File: config.mk
export PLATFORM = sky130hd
export DESIGN_NAME = txn_bus_master
export DESIGN_NICKNAME = d
export VERILOG_FILES = /design/src/rtl/txn_bus_master.sv
export SDC_FILE = /design/constraint.sdc
export NUM_CORES = 1
export LEC_CHECK = 0
export ABC_AREA = 0
export CELL_PAD_IN_SITES_DETAIL_PLACEMENT = 0
export CELL_PAD_IN_SITES_GLOBAL_PLACEMENT = 1
export CORE_ASPECT_RATIO = 0.5
export CORE_MARGIN = 8
export CORE_UTILIZATION = 48
export CTS_CLUSTER_SIZE = 40
export DETAILED_ROUTE_END_ITERATION = 8
export PLACE_DENSITY_LB_ADDON = 0.2
export SLEW_MARGIN = 10
export SYNTH_ARGS = -nofsm -noshare
export SYNTH_HDL_FRONTEND = slang
export SYNTH_SLANG_ARGS = --single-unit
File: constraint.sdc
create_clock -name clk -period 7.7 [get_ports clk]
set_clock_uncertainty 0.05 [all_clocks]
set_input_delay 0.77 -clock clk [delete_from_list [all_inputs] [get_ports clk]]
set_output_delay 0.77 -clock clk [all_outputs]
set_load 0.005 [all_outputs]
File: src/rtl/txn_bus_master.sv
// rtl/txn_bus_master.sv - Command-queued two-phase bus master with registered read response
module txn_cmd_fifo #(
    parameter int WIDTH = 8,
    parameter int DEPTH = 4
) (
    input  logic                     clk,
    input  logic                     reset,
    input  logic                     push,
    input  logic [WIDTH-1:0]         push_data,
    input  logic                     pop,
    output logic [WIDTH-1:0]         head_data,
    output logic [$clog2(DEPTH):0]   count
);
    localparam int PW = $clog2(DEPTH);

    logic [WIDTH-1:0] mem_q [DEPTH];
    logic [PW-1:0]    wr_ptr_q;
    logic [PW-1:0]    rd_ptr_q;
    logic [PW:0]      count_q;
    logic [PW:0]      count_d;

    always_comb begin
        count_d = count_q;
        if (push && !pop) begin
            count_d = count_q + (PW+1)'(1);
        end else if (pop && !push) begin
            count_d = count_q - (PW+1)'(1);
        end
    end

    // DEPTH is a power of two, so pointer overflow is the modulo-DEPTH wrap
    always_ff @(posedge clk) begin
        if (reset) begin
            wr_ptr_q <= '0;
            rd_ptr_q <= '0;
            count_q  <= '0;
        end else begin
            if (push) wr_ptr_q <= wr_ptr_q + PW'(1);
            if (pop)  rd_ptr_q <= rd_ptr_q + PW'(1);
            count_q <= count_d;
        end
    end

    always_ff @(posedge clk) begin
        if (push) mem_q[wr_ptr_q] <= push_data;
    end

    assign head_data = mem_q[rd_ptr_q];
    assign count     = count_q;
endmodule

module txn_bus_master #(
    parameter int ADDR_W = 17,
    parameter int DATA_W = 32,
    parameter int DEPTH  = 4
) (
    input  logic                     clk,
    input  logic                     reset,
    input  logic                     cmd_valid,
    output logic                     cmd_ready,
    input  logic                     cmd_wr,
    input  logic [ADDR_W-1:0]        cmd_addr,
    input  logic [DATA_W-1:0]        cmd_wdata,
    output logic                     rsp_valid,
    output logic [DATA_W-1:0]        rsp_rdata,
    input  logic                     rsp_ready,
    output logic                     sel,
    output logic                     en,
    output logic [ADDR_W-1:0]        addr,
    output logic [DATA_W-1:0]        wr_data,
    output logic                     wr_en,
    input  logic [DATA_W-1:0]        rd_data,
    output logic                     busy,
    output logic [$clog2(DEPTH):0]   fifo_count
);
    localparam int CW = $clog2(DEPTH) + 1;
    localparam int EW = 1 + ADDR_W + DATA_W;

    typedef enum logic [1:0] {IDLE, SETUP, ACCESS, RESP} state_t;

    state_t              state_q;
    logic                sel_q;
    logic                en_q;
    logic                wr_en_q;
    logic                rsp_valid_q;
    logic [ADDR_W-1:0]   addr_q;
    logic [DATA_W-1:0]   wr_data_q;
    logic [DATA_W-1:0]   rsp_rdata_q;
    logic                push;
    logic                pop;
    logic [EW-1:0]       head;

    // Ready looks only at the registered count so a same-cycle pop never opens a slot
    assign cmd_ready = !reset && (fifo_count < CW'(DEPTH));
    assign push      = cmd_valid && cmd_ready;
    assign pop       = (state_q == IDLE) && (fifo_count != '0);

    txn_cmd_fifo #(
        .WIDTH (EW),
        .DEPTH (DEPTH)
    ) u_cmd_fifo (
        .clk       (clk),
        .reset     (reset),
        .push      (push),
        .push_data ({cmd_wr, cmd_addr, cmd_wdata}),
        .pop       (pop),
        .head_data (head),
        .count     (fifo_count)
    );

    always_ff @(posedge clk) begin
        if (reset) begin
            state_q     <= IDLE;
            sel_q       <= 1'b0;
            en_q        <= 1'b0;
            wr_en_q     <= 1'b0;
            addr_q      <= '0;
            wr_data_q   <= '0;
            rsp_valid_q <= 1'b0;
            rsp_rdata_q <= '0;
        end else begin
            case (state_q)
                IDLE: begin
                    if (pop) begin
                        wr_en_q   <= head[EW-1];
                        addr_q    <= head[DATA_W +: ADDR_W];
                        wr_data_q <= head[DATA_W-1:0];
                        sel_q     <= 1'b1;
                        state_q   <= SETUP;
                    end
                end
                SETUP: begin
                    en_q    <= 1'b1;
                    state_q <= ACCESS;
                end
                // wr_en_q still holds the transfer direction on the exit edge
                ACCESS: begin
                    sel_q   <= 1'b0;
                    en_q    <= 1'b0;
                    wr_en_q <= 1'b0;
                    if (wr_en_q) begin
                        state_q <= IDLE;
                    end else begin
                        rsp_rdata_q <= rd_data;
                        rsp_valid_q <= 1'b1;
                        state_q     <= RESP;
                    end
                end
                RESP: begin
                    if (rsp_ready) begin
                        rsp_valid_q <= 1'b0;
                        state_q     <= IDLE;
                    end
                end
                default: state_q <= IDLE;
            endcase
        end
    end

    assign sel       = sel_q;
    assign en        = en_q;
    assign wr_en     = wr_en_q;
    assign addr      = addr_q;
    assign wr_data   = wr_data_q;
    assign rsp_valid = rsp_valid_q;
    assign rsp_rdata = rsp_rdata_q;
    assign busy      = (state_q != IDLE) || (fifo_count != '0);
endmodule
==> results of run 1 <==
-- cells in the mapped netlist --
master | instances | area (sq um)
a211oi_1 | 1 | 7.510
a21bo_2 | 1 | 10.01
a21oi_1 | 35 | 175.2
a22o_1 | 49 | 429.2
a31o_2 | 1 | 8.760
a32o_1 | 1 | 10.01
and2_0 | 1 | 6.260
and2_1 | 4 | 25.02
and3_1 | 1 | 6.260
buf_1 | 2 | 7.510
buf_2 | 11 | 55.05
buf_6 | 2 | 22.52
clkbuf_1 | 20 | 75.07
dfxtp_1 | 96 | 1922
edfxtp_1 | 200 | 6006
fa_1 | 1 | 20.02
ha_1 | 9 | 112.6
inv_1 | 7 | 26.28
mux2i_1 | 1 | 10.01
mux4_2 | 50 | 1126
nand2_1 | 67 | 251.5
nand2b_1 | 1 | 6.260
nor2_1 | 9 | 33.78
nor2b_1 | 2 | 12.51
nor3_1 | 1 | 5.000
nor3b_2 | 1 | 12.51
nor4b_1 | 1 | 8.760
o21ai_0 | 3 | 15.01
o21bai_1 | 1 | 7.510
o311ai_0 | 1 | 8.760
o31ai_1 | 2 | 15.01
o31ai_4 | 1 | 21.27
or3_1 | 1 | 6.260
or4_1 | 2 | 15.01
xnor2_1 | 1 | 8.760
xor2_1 | 4 | 35.03
-- worst min path at each step --
stage / end / cells after the start / slack (ns) / startpoint
floorplan: rsp_rdata[0] / 2 / 0.40 / rsp_rdata[0]
global placement: rsp_rdata[16] / 2 / 0.39 / rsp_rdata[16]
detailed placement: rsp_rdata[21] / 2 / 0.40 / rsp_rdata[21]
CTS: rsp_rdata[21] / 2 / 0.41 / rsp_rdata[21]
global route: rsp_rdata[18] / 2 / 0.42 / rsp_rdata[18]
finish: rsp_rdata[2] / 2 / 0.40 / rsp_rdata[2]
-- worst max-delay path, cell delays in order, from the launching register on --
cell and delay [ns]:
dfxtp_1 0.31, inv_1 0.13, ha_1 0.27, nor4b_1 0.62, inv_1 0.16, clkdlybuf4s50_1 0.50
-- kinds of logic after synthesis --
group,Yosys count
AOI/OAI and AO/OA,96
xor gates and xnor gates,5
adders and majority gates,10
buffers and inverters,42
DFF,296
muxes,51
and+or+nand+nor,91
-- report_power, final --
group	switching [mW]	leakage [nW]	internal, mW
logic	0.424	1.42	0.618
clock network	0.565	0.455	0.836
registers	0.168	2.60	1.93
total	1.16	4.47	3.39
-- flip-flops by register name (all words and copies together) (netlist names), named ones only --
name,flops
wr_en,1
sel,1
rsp_rdata,32
rsp_valid,1
u_cmd_fifo.wr_ptr_q,2
u_cmd_fifo.rd_ptr_q,2
state_q,2
en,1
u_cmd_fifo.count,3
addr,17
u_cmd_fifo.mem_q,200
wr_data,32
-- area by class of cell --
type / count / area (sq um) / area share
Timing Repair Buffer: 183 / 1807 / 0.1337
Tap cell: 300 / 375.4 / 0.02778
Multi-Input combinational cell: 253 / 2429 / 0.1798
Clock buffer: 30 / 716.9 / 0.05307
Inverter: 7 / 26.28 / 0.001945
Clock inverter: 18 / 224.0 / 0.01658
Sequential cell: 296 / 7933 / 0.5871
-- stage by stage --
stage / hold WS [ns] / utilization
2_1_floorplan: 0.4027 / -
3_3_place_gp: 0.3930 / 0.5822
3_5_place_dp: 0.3961 / 0.5822
4_1_cts: 0.4055 / 0.6258
5_1_grt: 0.4247 / 0.6259
6_report: 0.4044 / 0.6259
-- per-layer routing --
layer	track usage	wire (um)
met3	0.04496	1274
met4	0.02828	245
met2	0.2604	10400
met1	0.2114	9765
met5	0	0
==> results.yml, run 1 <==
setup_path:
  worstSetupPathType: "reg2out"
  critical_path.endpoint: "busy"
  ff2ff_setup_slack_ns: 5.30
  cp-startpoint: "state_q[0]"
  crit_fanout: 5
  reg2reg_from: "u_cmd_fifo.count[2]"
  rr_endpoint: "u_cmd_fifo.count[2]"
  worstPathArrival_ns: 2.52
  reg2reg_depth: 7
  startpoint_type: "register"
  required_ns: 6.88
  crit_path_end_kind: "output port"
synth:
  ys_ff_latch: 296
  synth_cells: 591
  yosysWarnings: 0
  synthSimpleGateAreaFrac: 0.03698
  synth_mux_area_frac: 0.1080
  synth_top_family_by_area: "multiplexers"
  syn_area_per_cell_sq_um: 17.81
  synth-xor-area-share: 0.004161
  synth_compound_area_frac: 0.06729
  synth_cell_type_count: 36
  synth_fa_ha_area_frac: 0.01260
  seq_area_frac_synth: 0.7533
  netlist_area_sq_mm: 0.01052
  syn-num-nets: 687
global_route:
  grt_pass1_wl_mm: 34.00
  antenna_found_initial: 0
  gr-total-overflow: 0
  grt_pass1_vias: 5928
  grt_start_max_net_pins: 51
  grt_use_total: 0.1582
cts:
  cts_setup_buffers: 0
  numCtsBuffers: 26
  cts_resized: 0
  clock_latency_ns: 0.53
  cts_hold_buf: 0
  cts_tree: "yes"
  cts_max_level: 1
  ctsLongestPathBuffers: 3
  cts.sinks: 296
  clk_pin_slew_worst_paths_ns: 0.06
  cts_root_buf: "clkbuf_16"
routing:
  drtPass1Iterations: 4
  finalWirelength_mm: 21.69
  wl_per_cell_um: 19.95
  viasPerCell: 5.205
  vias: 5658
  ant_nets: 0
  dr.first_iter.drc_count: 428
  drc: 0
cells_and_area:
  final_common_cell: "edfxtp_1"
  drive_above_1_share: 0.1525
  antennaDiodeCount: 0
  final_cell_mix: "edfxtp_1 (200), clkdlybuf4s50_1 (174), dfxtp_1 (94), nand2_1 (67), mux4_2 (50)"
  fin_cells: 1087
  nets: 863
  stdcell_area_sq_mm: 0.01351
  fillerInstances: 1604
  area_growth_pct: 28.38
timing:
  fin_crit_sh: 0.4331
  final_max_slew_viol_count: 0
  finalSetupViolations: 0
  finalCriticalPeriod_ns: 3.335
  max_freq_mhz: 299.8
  slew_headroom: 0.2262
  setup_ws_ns: 4.365
  grt_setup_unrepaired: "false"
  tightest_slew_ns: 1.161
  hold_violations: 0
  tns_ns: 0
die:
  initial_core_util: 0.4875
  core_area_sq_mm: 0.02159
  num_io_pins: 176
  row_count: 38
  dieArea_sq_mm: 0.02721
  die_h_um: 120.7
  die_w_um: 225.4
run:
  drv_cap: 0
placed_design:
  hpwl_mm: 12.65
  placedCellCount: 1039
  placed_area_sq_mm: 0.01257
  gp_congestion: 0.6900
  io_buffers: 175
  dp_slack_ns: 4.616
min_path:
  min_path_type: "reg2reg"
outcome:
  status: "finished clean"
power_and_ir_drop:
  p_leak_nw: 4.473
  cellPowerDensity_mw_per_mm2: 336.3
  power_mw: 4.544
  max-vdd-ir-drop_mv: 0.1814
No activity file was read; power rests on OpenSTA's default activity.
==> run 2: changes to the inputs <==
CORE_UTILIZATION = 44   (was 48)
clock period = 3.3 ns   (was 7.7 ns; I/O delays follow)
==> run 2 against run 1 <==
  * Die area grew 8.1%
  * Global-route usage fell by 1.0 points
  * Combinational power increased by 140%
  * Sequential share of layout area is 0.43 points lower
  * Sequential power grew 130%
  * Power up 130%
  * Hold slack worse by 0.25 ns
  * Register-to-register slack lost 4.4 ns
  * Design area is 0.73% higher
  * Highest routed layer unchanged
  * Via count grew 0.67%
  * Non-clock buffer count increased by 8
==> results.yml, run 2 (synthesis results as in run 1) <==
timing:
  finalCriticalPeriod_ns: 2.963
  slew_headroom: 0.5079
  finalHoldWorstSlack_ns: 0.1574
  finalSetupViolations: 0
  grt_setup_unrepaired: "false"
  final_max_slew_viol_count: 0
  tightest_slew_ns: 0.7278
  max_freq_mhz: 337.4
  tns_ns: 0
  fin_crit_sh: 0.8980
  hold_violations: 0
power_and_ir_drop:
  combPwrFrac: 0.238
  p_leak_nw: 4.527
  cellPowerDensity_mw_per_mm2: 781.5
  power.net_switching_mw: 2.787
  internal_power_mw: 7.848
  max-vdd-ir-drop_mv: 0.3461
  p_sw_frac: 0.2621
  sequentialPowerShare: 0.457
  clkPwrFrac: 0.306
  power_mw: 10.64
setup_path:
  ff2ff_setup_slack_ns: 0.95
  reg2reg_depth: 7
  crit_buf_inv: 3
  startpoint_type: "register"
  path_cells: "inv_1 -> ha_1 -> nor4b_1 -> inv_1 -> clkdlybuf4s50_1"
  crit_fanout: 5
  slowest_delay_ns: 0.63
  slowest_stage: "nor4b_1"
  rr_endpoint: "u_cmd_fifo.count[2]"
  worstPathArrival_ns: 2.58
  cp-startpoint: "state_q[0]"
  worstSetupPathType: "reg2out"
  crit_path_end_kind: "output port"
  cp_top_family: "buffers and inverters"
  timing.critical_path.mode_cell: "inv_1"
  required_ns: 2.92
  crit_cells: 5
  reg2reg_from: "u_cmd_fifo.count[2]"
cts:
  cts_resized: 0
  numCtsBuffers: 27
  clk_pin_slew_worst_paths_ns: 0.06
  ctsLongestPathBuffers: 3
  cts_tree: "yes"
  cts.sinks: 296
  cts_setup_buffers: 0
  cts_root_buf: "clkbuf_16"
  clock_latency_ns: 0.55
  cts_max_level: 1
  cts_hold_buf: 0
global_route:
  gr-total-overflow: 0
  grt_use_total: 0.1481
  grt_start_max_net_pins: 50
  antenna_found_initial: 0
  grt_pass1_wl_mm: 34.94
  grt_pass1_vias: 5924
cells_and_area:
  final_common_cell: "edfxtp_1"
  fillerInstances: 1871
  final_cell_mix: "edfxtp_1 (200), clkdlybuf4s50_1 (174), dfxtp_1 (94), nand2_1 (67), mux4_2 (50)"
  drive_above_1_share: 0.1606
  area_growth_pct: 29.32
  nets: 872
  largest_register_ffs: 200
  antennaDiodeCount: 0
  stdcell_area_sq_mm: 0.01361
  top_register: "u_cmd_fifo.mem_q"
  fin_cells: 1112
min_path:
  hold_path_end: "u_cmd_fifo.wr_ptr_q[1]"
  hold_path.startpoint: "reset"
  whs_path_depth: 4
  min_path_type: "in2reg"
routing:
  drtPass1Iterations: 4
  finalWirelength_mm: 22.26
  ant_nets: 0
  viasPerCell: 5.122
  vias: 5696
  dr.first_iter.drc_count: 264
  drc: 0
  wl_per_cell_um: 20.02
placed_design:
  gp_congestion: 0.7167
  io_buffers: 175
  hpwl_mm: 14.18
  placedCellCount: 1062
  placed_area_sq_mm: 0.01267
die:
  core_area_sq_mm: 0.02372
  die_h_um: 125.4
  initial_core_util: 0.4436
  dieArea_sq_mm: 0.02942
  num_io_pins: 176
  die_w_um: 234.7
  row_count: 40
outcome:
  status: "finished clean"
run:
  drv_cap: 0
run 2: cell types whose count changed in the layout (fill, tap and decap cells not counted), moves of 2 or more:
cell and delta:
clkinv_2 +2, buf_12 +2, clkinvlp_4 -2, buf_4 +6
run 2: final cells by class:
| type | instances | area [sq um] | share of cell area |
|---|---|---|---|
| well taps | 315 | 394.1 | 0.02896 |
| inverters | 7 | 26.28 | 0.001931 |
| flip-flops and latches | 296 | 7933 | 0.5829 |
| multi-input cells | 253 | 2429 | 0.1785 |
| clock buffers | 30 | 706.9 | 0.05194 |
| repair buffers | 191 | 1892 | 0.1390 |
| clock inverters | 20 | 229.0 | 0.01682 |
run 2: worst max path at each step:
stage	endpoint	slack [ns]
4_1_cts	busy	0.31
2_1_floorplan	u_cmd_fifo.mem_q[0][0]	0.71
6_report	busy	0.34
3_3_place_gp	u_cmd_fifo.count[2]	0.64
5_1_grt	busy	0.13
3_5_place_dp	u_cmd_fifo.count[2]	0.64
run 2: power by group through the flow:
stage	Combinational (mW)	Sequential (mW)	Clock [mW]
floorplan	1.33	4.85	0
global placement	2.55	4.94	0
detailed placement	2.57	4.95	0
CTS	2.58	4.87	3.33
global route	2.74	4.93	3.46
finish	2.53	4.86	3.25
run 2: metrics by stage:
stage | util | worst slack [ns]
3_5_place_dp | 0.5341 | 0.6426
6_report | 0.5737 | 0.3366
2_1_floorplan | - | 0.7065
3_3_place_gp | 0.5341 | 0.6370
4_1_cts | 0.5736 | 0.3120
5_1_grt | 0.5737 | 0.1308
run 2: worst register-to-register path, cell delays in order (launching register included):
cell,delay (ns)
dfxtp_1,0.40
nor3b_2,0.52
ha_1,0.28
inv_1,0.06
fa_1,0.37
xor2_1,0.15
or3_1,0.30
a21oi_1,0.14
run 2: per-layer routing:
metal | up-vias | track usage | share of wire
met5 | - | 0 | 0
met4 | 0 | 0.03003 | 0.015
met3 | 25 | 0.04166 | 0.052
met2 | 132 | 0.2447 | 0.48
met1 | 2881 | 0.1950 | 0.46
li1 | 2658 | - | -
